`src/rtl/host_ctrl.sv`:
```
// HTIF-style tohost/fromhost responder on the CPU data bus, with a small
// console FIFO fed by putchar commands.
//
// state       | meaning
// ------------+-------------------------------------------------------------
// S_IDLE      | waiting for a request that hits the tohost/fromhost pair
// S_RESP      | mem_ready high for one cycle
// S_WAIT_FIFO | putchar accepted while the console FIFO is full; waiting
//             | for room, then push and respond
module host_ctrl #(
  parameter logic [31:0] HOST_ADDR  = 32'h80001000,
  parameter int          FIFO_DEPTH = 4
) (
  input  logic        clock,
  input  logic        reset,
  input  logic        mem_valid,
  input  logic        mem_instr,
  input  logic [31:0] mem_addr,
  input  logic [31:0] mem_wdata,
  input  logic [3:0]  mem_wstrb,
  output logic        mem_ready,
  output logic [31:0] mem_rdata,
  output logic        halt,
  output logic [30:0] exit_code,
  output logic        con_valid,
  output logic [7:0]  con_data,
  input  logic        con_ready,
  input  logic        fh_wr_valid,
  input  logic [31:0] fh_wr_data
);

  localparam int          AW      = $clog2(FIFO_DEPTH);
  localparam logic [AW:0] DEPTH_C = (AW+1)'(FIFO_DEPTH);

  typedef enum logic [1:0] {S_IDLE, S_RESP, S_WAIT_FIFO} state_t;

  state_t        state, state_nxt;
  logic [31:0]   tohost, fromhost, rdata_q, rdata_nxt;
  logic [7:0]    fifo_mem [FIFO_DEPTH];
  logic [AW-1:0] wr_ptr, rd_ptr;
  logic [AW:0]   count;
  logic [7:0]    pend_byte, push_byte;
  logic [31:0]   v_to, v_from, to_nxt, from_cpu_nxt;
  logic          hit, fifo_full, push, pop, to_we, from_cpu_we, halt_set, pend_we;
  logic          addr_unused;

  function automatic logic [31:0] merge_bytes(input logic [31:0] old_val,
                                              input logic [31:0] new_val,
                                              input logic [3:0]  strb);
    logic [31:0] r;
    r = old_val;
    for (int b = 0; b < 4; b++)
      if (strb[b]) r[b*8 +: 8] = new_val[b*8 +: 8];
    return r;
  endfunction

  assign addr_unused = &mem_addr[1:0];
  assign hit         = mem_valid && (mem_addr[31:3] == HOST_ADDR[31:3]);
  assign fifo_full   = (count == DEPTH_C);
  assign pop         = (count != '0) && con_ready;
  assign v_to        = merge_bytes(tohost, mem_wdata, mem_wstrb);
  assign v_from      = merge_bytes(fromhost, mem_wdata, mem_wstrb);

  always_comb begin
    state_nxt    = state;
    rdata_nxt    = rdata_q;
    push         = 1'b0;
    push_byte    = v_to[7:0];
    to_we        = 1'b0;
    to_nxt       = v_to;
    from_cpu_we  = 1'b0;
    from_cpu_nxt = v_from;
    halt_set     = 1'b0;
    pend_we      = 1'b0;
    case (state)
      S_IDLE: begin
        if (hit) begin
          state_nxt = S_RESP;
          rdata_nxt = '0;
          if (mem_instr) begin
            rdata_nxt = '0;
          end else if (mem_wstrb == 4'h0) begin
            rdata_nxt = mem_addr[2] ? fromhost : tohost;
          end else if (mem_addr[2]) begin
            from_cpu_we = 1'b1;
          end else if (v_to[31:16] == 16'h0101) begin
            // putchar takes precedence over the halt bit: the char's LSB may be set
            if (fifo_full) begin
              state_nxt = S_WAIT_FIFO;
              pend_we   = 1'b1;
            end else begin
              push         = 1'b1;
              to_we        = 1'b1;
              to_nxt       = '0;
              from_cpu_we  = 1'b1;
              from_cpu_nxt = 32'h01010000;
            end
          end else begin
            to_we    = 1'b1;
            halt_set = v_to[0];
          end
        end
      end
      S_RESP: state_nxt = S_IDLE;
      S_WAIT_FIFO: begin
        if (!fifo_full) begin
          state_nxt    = S_RESP;
          push         = 1'b1;
          push_byte    = pend_byte;
          to_we        = 1'b1;
          to_nxt       = '0;
          from_cpu_we  = 1'b1;
          from_cpu_nxt = 32'h01010000;
        end
      end
      default: state_nxt = S_IDLE;
    endcase
  end

  always_ff @(posedge clock) begin
    if (!reset) begin
      state     <= S_IDLE;
      tohost    <= '0;
      fromhost  <= '0;
      rdata_q   <= '0;
      halt      <= 1'b0;
      exit_code <= '0;
      pend_byte <= '0;
      wr_ptr    <= '0;
      rd_ptr    <= '0;
      count     <= '0;
      for (int i = 0; i < FIFO_DEPTH; i++) fifo_mem[i] <= '0;
    end else begin
      state   <= state_nxt;
      rdata_q <= rdata_nxt;
      if (to_we) tohost <= to_nxt;
      // CPU-side updates of fromhost win over the external writer
      if (from_cpu_we)      fromhost <= from_cpu_nxt;
      else if (fh_wr_valid) fromhost <= fh_wr_data;
      if (halt_set && !halt) begin
        halt      <= 1'b1;
        exit_code <= to_nxt[31:1];
      end
      if (pend_we) pend_byte <= v_to[7:0];
      if (push) begin
        fifo_mem[wr_ptr] <= push_byte;
        wr_ptr           <= wr_ptr + AW'(1);
      end
      if (pop) rd_ptr <= rd_ptr + AW'(1);
      if (push && !pop)      count <= count + (AW+1)'(1);
      else if (pop && !push) count <= count - (AW+1)'(1);
    end
  end

  assign mem_ready = (state == S_RESP);
  assign mem_rdata = mem_ready ? rdata_q : '0;
  assign con_valid = (count != '0);
  assign con_data  = fifo_mem[rd_ptr];

endmodule

```
`config.mk`:
```
export PLATFORM = sky130hd
export DESIGN_NAME = host_ctrl
export DESIGN_NICKNAME = d
export VERILOG_FILES = /design/src/rtl/host_ctrl.sv
export SDC_FILE = /design/constraint.sdc
export NUM_CORES = 1
export LEC_CHECK = 0
export CAP_MARGIN = 20
export CORE_MARGIN = 2
export CORE_UTILIZATION = 45
export CTS_CLUSTER_SIZE = 28
export DETAILED_ROUTE_END_ITERATION = 8
export PLACE_DENSITY = 0.71
export SYNTH_ARGS = -nofsm -noshare
export SYNTH_HDL_FRONTEND = slang
export SYNTH_SLANG_ARGS = --single-unit
```
`constraint.sdc`:
```
create_clock -name clock -period 4.3 [get_ports clock]
set_clock_uncertainty 0.15 [all_clocks]
set_input_delay 0.645 -clock clock [delete_from_list [all_inputs] [get_ports clock]]
set_output_delay 0.645 -clock clock [all_outputs]
set_load 0.03 [all_outputs]
```
* Word-level counts from Yosys, hierarchy flattened
Memories as Yosys holds them, arrays and structs flattened. A register that Yosys moved wholly into a read port is not among the register bits. Cells that the tools add are included.
Operators by class: $add $sub $neg 4, equality and inequality tests 7, multiplexer cells 80, reductions and logical operators 16
Operators by type and width (number):
- $mux 32 | 18
- $pmux 32 s2 | 2
- $mux 8 | 11
- $mux 1 | 33
- $eq 29x29->1 const B | 1
- $mux 2 | 10
- $eq 16x9->1 const B | 1
- $reduce_or 8->1 | 1
- $mux 3 | 2
- $pmux 1 s2 | 3
- $logic_and 1x1->1 | 5
- $add 2x1->2 const B | 2
- $logic_not 4->1 | 1
- $ne 2x2->1 const B | 2
- $pmux 2 s2 | 1
- $reduce_and 2->1 | 2
- $reduce_bool 2->1 | 2
- $add 3x1->3 const B | 1
- $eq 3x3->1 const B | 1
- $logic_not 1->1 | 3
- $reduce_bool 3->1 | 1
- $sub 3x1->3 const B | 1
- $eq 2x1->1 const B | 1
- $eq 2x2->1 const B | 1
- $logic_not 2->1 | 1
Storage, ports and cells: register bits 145, RAM bits 32, input bits 106, logic and storage cells 118, memories 1
Memories:
- fifo_mem | depth 4, width 8, rd ports 1, clocked after memory_dff 1, write ports 4, RTL line 39 | logic [7:0] fifo_mem [FIFO_DEPTH];

* Longest topological paths before layout
Gate-level depths: netlist of the first run.
depth after elaboration 13, gate-level depth with buffers 12, depth with buffers taken out 10

* Least setup slack after synthesis of the first run
No wires, ideal clock.
path kind in2reg, start input port mem_wstrb[3], end register count[2], setup time 0.076 ns, data arrival time 3.420 ns, slack 0.655 ns, stages on the path 12, buffers on the path 2, cell sequence buf_2 -> buf_4 -> mux2i_1 -> and4b_1 -> o2111ai_1 -> o31ai_4 -> ha_1 -> inv_1 -> fa_1 -> xor2_1 -> or3_1 -> a21boi_0
On the way: cells in the longest elaborated chain, start to end 11, elaborated cells between the ends (all ways) 14, those cells by class 1 x eq/ne; 8 x mux; 5 x reduce/logical
RTL lines:
- from (decl) | RTL line 20 | input logic [3:0] mem_wstrb,
- $mux 8 | RTL line 53 | if (strb[b]) r[b*8 +: 8] = new_val[b*8 +: 8];
- $eq 16x9->1 | RTL line 86 | end else if (v_to[31:16] == 16'h0101) begin
- $mux 1 | RTL line 86
- $mux 1 | RTL line 84 | end else if (mem_addr[2]) begin
- $mux 1 * | RTL line 82 | end else if (mem_wstrb == 4'h0) begin
- $mux 1 * | RTL line 80 | if (mem_instr) begin
- $mux 1 * | RTL line 77 | if (hit) begin
- $pmux 1 s2 * | RTL line 75 | case (state)
- via push | RTL line 44 | logic hit, fifo_full, push, pop, to_we, from_cpu_we, halt_set, pend_we;
- $logic_not 1->1 | RTL line 151 | else if (pop && !push) count <= count - (AW+1)'(1);
- $logic_and 1x1->1 | RTL line 151
- $reduce_bool 2->1 (no source line)
- to (signal assigned) | RTL line 150 | if (push && !pop) count <= count + (AW+1)'(1);
- to (signal assigned) | RTL line 151
- to (decl) | RTL line 41 | logic [AW:0] count;
Mark *: on every way through the listed nets, which the timed path passes. The rest lies on a longest branch. A chain may end at the register's enable or synchronous reset.

* Worst setup path after layout of the first run
Same ends and word-level chain as after synthesis.

==> results.ini, run 1 <==
[detailed_routing]
ant_nets = 0
first_pass_iters = 5
drc_errors = 0
avgRoutedWirePerCell_um = 18.6
wl_um = 22400
drtIter0Drc = 451
num_vias = 6718
vias_per_cell = 5.59

[timing]
grt_setup_unrepaired = no
hold_violations = 0
finalCritPeriodShare = 0.875
worst_slack_ns = 0.537
min_period_ns = 3.76
slew_viol_final = 0
setup_tns_ns = 0
finalSetupViolations = 0
relSlewSlack = 0.241
worst_slew_pin_slew_ns = 1.14
holdWs_ns = 0.319
clock.fmax_ghz = 0.266

[power]
powerDensity_nw_per_um2 = 366
p_leak_nw = 4.36
ir_worst_vdd_mv = 0.292

[clock_tree]
clk_path_buf_depth = 2
cts_resized = 0
cts-hold-fix-buffers = 0
cts_root_buf = clkbuf_16
postCtsSetupBuffers = 0
cts_sinks = 179
clk_latency_ns = 0.42
cts_tree = yes
cts_inserted_buffers = 17
cts_max_level = 4
path_clk_slew_ns = 0.07

[synth]
synth_top_area_cell = dfxtp_1
ys_ff_latch = 179
yosys_most_used_dff = dfxtp_1
syn-num-nets = 909
synth-edff-count = 32
syn_avg_cell_area_um2 = 10.4
ys_seq_area_frac = 0.470
async_flop_share = 0
yosysTopAreaCellShare = 0.354
yosysUniqueCellTypes = 60
ys_warn_count = 0
synthTopCellsByArea = dfxtp_1, mux2i_1, edfxtp_1
syn-cell-area_um2 = 8310
synthCells = 801

[critical_path]
crit_arrival_ns = 3.97
cp.required_ns = 4.51
crit_fanout = 8
critical_path_class = primary input to flop
worst_setup_path_end_kind = flop
cp-start-kind = primary input

[grt]
antenna_found_initial = 2
grt_max_degree = 80
grt_pass1_wl_um = 35100
grt_usage = 0.226
grt_pass1_vias = 6450
gr-total-overflow = 0

[layout]
drive_gt1_frac = 0.0824
syn2layout_area_growth_pct = 31.2
finalNetCount = 1066

[die]
rows = 49
dieHeight_um = 140
ios = 180
die_w_um = 140
coreArea_um2 = 18000
initial_core_util = 0.461
die-area_um2 = 19600

[outcome]
status = complete, no violations

[place]
gp_congestion = 0.819
hpwlAfterDp_um = 15300
pre_cts_ws_ns = 0.188
numPortBuffers = 177

[hold_path]
min-delay-path-class = flop to flop

[run]
drv_cap = 0

## cell type report
class | count | area [µm²]
fillers | 1533 | 7130
multi-input cells | 557 | 4150
flip-flops and latches | 179 | 3900
repair buffers | 199 | 1950
clock buffers | 17 | 425
well taps | 229 | 287
clock inverters | 15 | 171
inverters | 4 | 15.0
diodes | 2 | 5.00
## layout by cell type (no fill, tap or decap), types with 9 or more instances in the layout
| master | count |
|---|---|
| nor2_1 | 39 |
| dfxtp_1 | 147 |
| clkdlybuf4s50_1 | 174 |
| mux2i_1 | 129 |
| o22ai_1 | 31 |
| and2_1 | 72 |
| clkbuf_16 | 17 |
| o2bb2ai_1 | 18 |
| a32o_1 | 26 |
| nor4_1 | 13 |
| nand2_1 | 67 |
| buf_4 | 20 |
| o21ai_0 | 47 |
| o211a_1 | 17 |
| nor2b_1 | 9 |
| edfxtp_1 | 32 |
## per-stage QoR
stage / cell area [µm²] / instances / util / power (mW)
after CTS: 10900 / 1200 / 0.604 / 4.01
after global placement: 10300 / 1168 / 0.571 / 2.44
after detailed placement: 10300 / 1168 / 0.571 / 2.45
after global routing: 10900 / 1202 / 0.605 / 4.12
after floorplan: 8310 / 801 / - / 2.20
final: 10900 / 1202 / 0.605 / 3.99
## Yosys cell counts, drive strengths merged (18+ instances only)
library cell and number:
o2bb2ai 18, dfxtp 147, nor2 39, and2 72, nand2 68, o22ai 31, o21ai 47, clkbuf 44
edfxtp 32, mux2i 129, a32o 26
## power by group
group	leakage, nW	internal, mW	switching, mW
clock	0.286	0.876	0.704
sequential	1.51	1.76	0.0564
combinational	2.56	0.306	0.286
## flip-flops by register name, indices dropped and copies added (netlist names), named ones only
signal,count
exit_code,31
state,2
fromhost,32
fifo_mem,32
pend_byte,8
halt,1
rdata_q,32
tohost,32
wr_ptr,2
rd_ptr,2
count,3
## critical path, cell delays in order
cell and delay [ns]:
clkdlybuf4s50_1 0.59, buf_4 0.23, mux2i_1 0.33, and4b_1 0.31, o2111ai_1 0.28, o31ai_4 0.32
ha_1 0.21, inv_1 0.07, fa_1 0.37, xor2_1 0.16, or3_1 0.30, a21boi_0 0.15
## path summary, 6_finish.rpt
check / startpoint / cells after the start / slack [ns] / to
max: mem_wstrb[3] / 12 / 0.54 / count[2]
min: exit_code[7] / 1 / 0.32 / exit_code[7]
max reg2reg: tohost[26] / 10 / 0.99 / count[2]
min reg2reg: exit_code[7] / 1 / 0.32 / exit_code[7]
## cell families after synthesis
family / synth area share
xor gates and xnor gates: 0.00422
buffers and inverters: 0.0318
AOI/OAI and AO/OA: 0.147
and+or+nand+nor: 0.164
adders and majority gates: 0.00391
muxes: 0.180
DFF: 0.470
## metal layers
layer / vias up / wire (µm) / track usage
li1: 3270 / - / -
met5: - / 0 / 0
met1: 3226 / 10300 / 0.306
met4: 0 / 386 / 0.0726
met3: 29 / 1200 / 0.0458
met2: 193 / 10500 / 0.363
Power figures use the tool's default switching activity.
==> run 2, diff against run 1 <==
--- a/config.mk
+++ b/config.mk
@@ -10,7 +10,7 @@
 export CORE_UTILIZATION = 45
 export CTS_CLUSTER_SIZE = 28
 export DETAILED_ROUTE_END_ITERATION = 8
-export PLACE_DENSITY = 0.71
+export PLACE_DENSITY = 0.74
 export SYNTH_ARGS = -nofsm -noshare
 export SYNTH_HDL_FRONTEND = slang
 export SYNTH_SLANG_ARGS = --single-unit
==> constraint.sdc (replaced) <==
create_clock -name clock -period 3.4 [get_ports clock]
set_clock_uncertainty 0.15 [all_clocks]
set_input_delay 0.51 -clock clock [delete_from_list [all_inputs] [get_ports clock]]
set_output_delay 0.51 -clock clock [all_outputs]
set_load 0.05 [all_outputs]
==> run 2 against run 1 <==
  * Sequential power increased by 27%
  * Hold slack worse by 0.0011 ns
  * Worst setup slack worse by 0.40 ns
  * Count of clock-buffer cells in the layout up 1
  * Global-route usage rose by 0.86 points
  * Sequential share of layout area shrank 1.3 points
  * Core utilization increased by 2.4 points
  * Cell count rose by 3.2%
==> results.ini, run 2 (synthesis gave the netlist of run 1 again) <==
[critical_path]
crit_buf_inv = 2  ; was 3
reg2reg_depth = 10  ; unchanged
cpMaxStageDelayCell = or4_1  ; was clkdlybuf4s50_1
reg2reg_slack_ns = 0.34  ; was 0.99 ns
cp-start-kind = primary input  ; unchanged
crit_fanout = 2  ; was 8
crit_arrival_ns = 3.47  ; was 3.97 ns
worst_setup_path_end_kind = flop  ; unchanged
cpLargestDelayFamily = compound AO/OA/AOI/OAI gates  ; was buffers and inverters
slowest_delay_ns = 0.58  ; was 0.59 ns
cp.required_ns = 3.61  ; was 4.51 ns
critical_path_class = primary input to flop  ; unchanged
path_cells = clkdlybuf4s50_1 > or4_1 > o22ai_2 > o2111ai_2 > o31ai_4 > ha_2 > inv_1 > fa_2 > xor2_1 > or3_1 > a21boi_1  ; was clkdlybuf4s50_1 > buf_4 > mux2i_1 > and4b_1 > o2111ai_1 > o31ai_4 > ha_1 > inv_1 > fa_1 > xor2_1 > or3_1 > a21boi_0
r2r-start = tohost[26]  ; unchanged
r2r-end = count[2]  ; unchanged

[die]
ios = 180  ; unchanged
initial_core_util = 0.461  ; unchanged
die_w_um = 140  ; unchanged
dieHeight_um = 140  ; unchanged
coreArea_um2 = 18000  ; unchanged
die-area_um2 = 19600  ; unchanged
rows = 49  ; unchanged

[clock_tree]
cts_inserted_buffers = 17  ; unchanged
cts_resized = 0  ; unchanged
clk_latency_ns = 0.43  ; was 0.42 ns
postCtsSetupBuffers = 0  ; unchanged
cts_sinks = 179  ; unchanged
path_clk_slew_ns = 0.07  ; about the same
cts_root_buf = clkbuf_16  ; unchanged
cts-hold-fix-buffers = 0  ; unchanged
clk_path_buf_depth = 2  ; unchanged
cts_max_level = 4  ; unchanged
cts_tree = yes  ; unchanged

[detailed_routing]
drc_errors = 0  ; unchanged
first_pass_iters = 5  ; unchanged
num_vias = 6929  ; was 6718
wl_met1_um = 10300  ; about the same
wl_um = 22700  ; was 22400 µm
vias_per_cell = 5.58  ; was 5.59
highest_layer = met4  ; unchanged
wl_met3_um = 1460  ; was 1200 µm
ant_nets = 0  ; unchanged
drtIter0Drc = 430  ; was 451
avgRoutedWirePerCell_um = 18.3  ; was 18.6 µm
wl_met2_um = 10600  ; was 10500 µm

[run]
drv_cap = 0  ; unchanged

[layout]
register_area_um2 = 3900  ; unchanged
syn2layout_area_growth_pct = 36.3  ; was 31.2%
finalNetCount = 1107  ; was 1066
mostFrequentLayoutCells = clkdlybuf4s50_1, dfxtp_1, mux2i_1  ; unchanged
antenna_cells = 0  ; was 2
design_area_um2 = 11300  ; was 10900 µm²
multi_input_area_um2 = 4170  ; was 4150 µm²
layout_commonest_cell = clkdlybuf4s50_1  ; unchanged
fillCellCount = 1470  ; was 1533
drive_gt1_frac = 0.124  ; was 0.0824
fin_util = 0.628  ; was 0.605

[timing]
setup_tns_ns = 0  ; unchanged
finalCritPeriodShare = 0.960
min_period_ns = 3.26
worst_slew_pin_slew_ns = 0.715  ; was 1.14 ns
hold_violations = 0  ; unchanged
slew_viol_final = 0  ; unchanged
finalSetupViolations = 0  ; unchanged
relSlewSlack = 0.523  ; was 0.241
holdWs_ns = 0.318  ; was 0.319 ns
clock.fmax_ghz = 0.306
grt_setup_unrepaired = no  ; unchanged

[grt]
grt_max_degree = 44  ; was 80
grt_pass1_vias = 6958  ; was 6450
grt_pass1_wl_um = 36500  ; was 35100 µm
gr-total-overflow = 0  ; unchanged
grt_usage = 0.234  ; was 0.226
antenna_found_initial = 0  ; was 2

[hold_path]
whs_endpoint = exit_code[3]  ; was exit_code[7]
min-delay-start = exit_code[3]  ; was exit_code[7]
min-delay-path-class = flop to flop  ; unchanged
whs_path_depth = 1  ; unchanged

[power]
ir_worst_vdd_mv = 0.364  ; was 0.292 mV
p_leak_nw = 4.59  ; was 4.36 nW
finalPower_mw = 5.25  ; was 3.99 mW
powerDensity_nw_per_um2 = 464  ; was 366 nW/µm²

[outcome]
status = complete, no violations  ; unchanged

[place]
place_area_um2 = 10700  ; was 10300 µm²
gp_congestion = 0.777  ; was 0.819
hpwlAfterDp_um = 15800  ; was 15300 µm
numPortBuffers = 177  ; unchanged

[run 2: power by group]
group	leakage, nW	switching, mW	total [mW]	internal [mW]
Sequential	1.51	0.0731	2.30	2.22
Combinational	2.78	0.442	0.858	0.416
Clock	0.299	0.856	2.10	1.24
Total	4.59	1.37	5.25	3.88
[run 2: final cells by class]
cell class,instances,share of cell area
sequential,179,0.345
clock buffer,18,0.0379
timing repair buffer,240,0.205
inverter,4,0.00133
tap,229,0.0253
clock inverter,14,0.0177
multi-input combinational,557,0.368
[run 2: worst max-delay path by stage]
stage                  start  endpoint  slack [ns]  depth (start not counted)
6_report       mem_wdata[17]  count[2]        0.14                         11
5_1_grt         mem_wstrb[3]  count[2]        0.01                         12
4_1_cts        mem_wdata[17]  count[2]        0.13                         11
3_5_place_dp   mem_wdata[17]  count[2]       -0.32                         11
3_3_place_gp   mem_wdata[17]  count[2]       -0.22                         11
2_1_floorplan  mem_wdata[17]  count[2]        0.02                         10
[run 2: stage by stage]
stage          cells  worst slack [ns]
5_1_grt         1241           0.00996
2_1_floorplan    801            0.0184
3_3_place_gp    1209            -0.221
3_5_place_dp    1209            -0.316
4_1_cts         1241             0.128
6_report        1241             0.136
[run 2: per-layer routing]
metal / up-vias / GRT usage
met2: 219 / 0.378
met3: 28 / 0.0479
li1: 3351 / -
met4: 0 / 0.0747
met5: - / 0
met1: 3331 / 0.317
[run 2: worst register-to-register path: stages (launching register included)]
cell       delay [ns]
dfxtp_1          0.34
or4_1            0.54
o2bb2ai_2        0.23
o2111ai_2        0.20
o31ai_4          0.30
ha_2             0.22
inv_1            0.05
fa_2             0.34
xor2_1           0.16
or3_1            0.31
a21boi_1         0.16
==> run 3, diff against run 2 <==
--- a/config.mk
+++ b/config.mk
@@ -7,10 +7,10 @@
 export LEC_CHECK = 0
 export CAP_MARGIN = 20
 export CORE_MARGIN = 2
-export CORE_UTILIZATION = 45
+export CORE_UTILIZATION = 46
 export CTS_CLUSTER_SIZE = 28
 export DETAILED_ROUTE_END_ITERATION = 8
-export PLACE_DENSITY = 0.74
+export PLACE_DENSITY = 0.75
 export SYNTH_ARGS = -nofsm -noshare
 export SYNTH_HDL_FRONTEND = slang
 export SYNTH_SLANG_ARGS = --single-unit
==> run 3 against run 2 <==
  * Via count up 0.45%
  * Largest power group unchanged
  * Total power up 0.71%
  * Critical path depth unchanged
  * Non-clock buffer count up 6
  * Combinational power down 1%
  * Count of clock-buffer cells in the layout up 1
  * Global-route usage about the same
  * Sequential power about the same
  * Core utilization up 0.61 points
  * Largest cell class unchanged
  * First-iteration DRC count down 20%
  * Worst setup slack better by 0.033 ns
  * Clock power up 2%
==> results.ini, run 3 (synthesis gave the netlist of run 1 again) <==
[outcome]
status = complete, no violations  ; unchanged

[timing]
finalSetupViolations = 0  ; unchanged
min_period_ns = 3.23  ; was 3.26 ns
hold_violations = 0  ; unchanged
finalCritPeriodShare = 0.950  ; was 0.960
grt_setup_unrepaired = no  ; unchanged
setup_tns_ns = 0  ; unchanged
worst_slew_pin_slew_ns = 0.707  ; was 0.715 ns
relSlewSlack = 0.529  ; was 0.523
slew_viol_final = 0  ; unchanged
clock.fmax_ghz = 0.309  ; was 0.306 GHz

[critical_path]
reg2reg_slack_ns = 0.36  ; was 0.34 ns
worst_setup_path_end_kind = flop  ; unchanged
slowest_delay_ns = 0.58  ; about the same
cpMaxStageDelayCell = or4_1  ; unchanged
cp-start-kind = primary input  ; unchanged
cp.required_ns = 3.60  ; was 3.61 ns
critical_path_class = primary input to flop  ; unchanged
path_cells = clkdlybuf4s50_1 > or4_1 > o22ai_2 > o2111ai_2 > o31ai_4 > ha_2 > inv_1 > fa_2 > xor2_1 > or3_1 > a21boi_1  ; unchanged
crit_arrival_ns = 3.44  ; was 3.47 ns
crit_fanout = 2  ; unchanged

[detailed_routing]
first_pass_iters = 5  ; unchanged
avgRoutedWirePerCell_um = 18.1  ; was 18.3 µm
num_vias = 6960  ; was 6929
ant_nets = 0  ; unchanged
vias_per_cell = 5.58  ; about the same
drtIter0Drc = 343  ; was 430
drc_errors = 0  ; unchanged
wl_um = 22500  ; was 22700 µm

[die]
ios = 180  ; unchanged
coreArea_um2 = 17800  ; was 18000 µm²
die_w_um = 138  ; was 140 µm
rows = 49  ; unchanged
die-area_um2 = 19200  ; was 19600 µm²
initial_core_util = 0.466  ; was 0.461
dieHeight_um = 138  ; was 140 µm

[clock_tree]
clk_path_buf_depth = 2  ; unchanged
clk_latency_ns = 0.42  ; was 0.43 ns
cts_inserted_buffers = 17  ; unchanged
cts_max_level = 4  ; unchanged
cts_root_buf = clkbuf_16  ; unchanged
path_clk_slew_ns = 0.06  ; was 0.07 ns
cts_sinks = 179  ; unchanged
postCtsSetupBuffers = 0  ; unchanged
cts-hold-fix-buffers = 0  ; unchanged
cts_tree = yes  ; unchanged
cts_resized = 0  ; unchanged

[power]
p_leak_nw = 4.60  ; was 4.59 nW
ir_worst_vdd_mv = 0.371  ; was 0.364 mV
powerDensity_nw_per_um2 = 467  ; was 464 nW/µm²
finalPower_mw = 5.29  ; was 5.25 mW

[grt]
grt_pass1_wl_um = 35900  ; was 36500 µm
grt_usage = 0.234  ; about the same
grt_max_degree = 51  ; was 44
antenna_found_initial = 2  ; was 0
grt_pass1_vias = 6853  ; was 6958
gr-total-overflow = 0  ; unchanged

[place]
place_area_um2 = 10700  ; about the same
gp_congestion = 0.818  ; was 0.777
dpl.cell_count = 1215  ; was 1209
hpwlAfterDp_um = 15900  ; was 15800 µm
numPortBuffers = 177  ; unchanged

[run]
drv_cap = 0  ; unchanged

[layout]
finalNetCount = 1113  ; was 1107
fin_util = 0.634  ; was 0.628
drive_gt1_frac = 0.130  ; was 0.124
layout_commonest_cell = clkdlybuf4s50_1  ; unchanged
fillCellCount = 1443  ; was 1470
design_area_um2 = 11300  ; about the same
mostFrequentLayoutCells = clkdlybuf4s50_1, dfxtp_1, mux2i_1  ; unchanged
final_cells = 1248  ; was 1241
syn2layout_area_growth_pct = 36.2  ; was 36.3%

[hold_path]
min-delay-path-class = flop to flop  ; unchanged

[run 3: layout make-up]
class,count,area [µm²],share of cell area
antenna,1,2.50,0.000221
tap,229,287,0.0253
clock buffer,19,454,0.0401
sequential,179,3900,0.345
timing repair buffer,246,2290,0.202
clock inverter,13,195,0.0172
multi-input combinational,557,4170,0.369
inverter,4,15.0,0.00133
[run 3: routing by layer]
layer | wire length [µm] | share of wire | GRT usage
met5 | 0 | 0 | 0
met4 | 339 | 0.015 | 0.0736
met3 | 1210 | 0.054 | 0.0516
met2 | 10700 | 0.48 | 0.389
met1 | 10300 | 0.46 | 0.306
[run 3: worst paths after layout]
kind | from | to | cells past startpoint
max | mem_wdata[17] | count[2] | 11
min | exit_code[23] | exit_code[23] | 1
max reg2reg | tohost[26] | count[2] | 10
min reg2reg | exit_code[23] | exit_code[23] | 1
[run 3: where the power goes]
group / switching (mW) / total [mW] / internal (mW)
clock network: 0.858 / 2.14 / 1.29
logic: 0.439 / 0.848 / 0.409
registers: 0.0722 / 2.29 / 2.22
[run 3: through the flow]
| stage | worst slack (ns) | hold WS (ns) |
|---|---|---|
| after floorplan | 0.0184 | 0.296 |
| after global routing | 0.00570 | 0.329 |
| after CTS | 0.175 | 0.321 |
| final | 0.169 | 0.320 |
| after detailed placement | -0.262 | 0.295 |
| after global placement | -0.217 | 0.300 |
[run 3: worst max-delay path: cells and delay by family]
family	cells	cell delay, ns
buf+inv	2	0.46
simple gates	2	0.89
compound gates	4	0.88
fa+ha+maj	2	0.54
xor+xnor	1	0.15
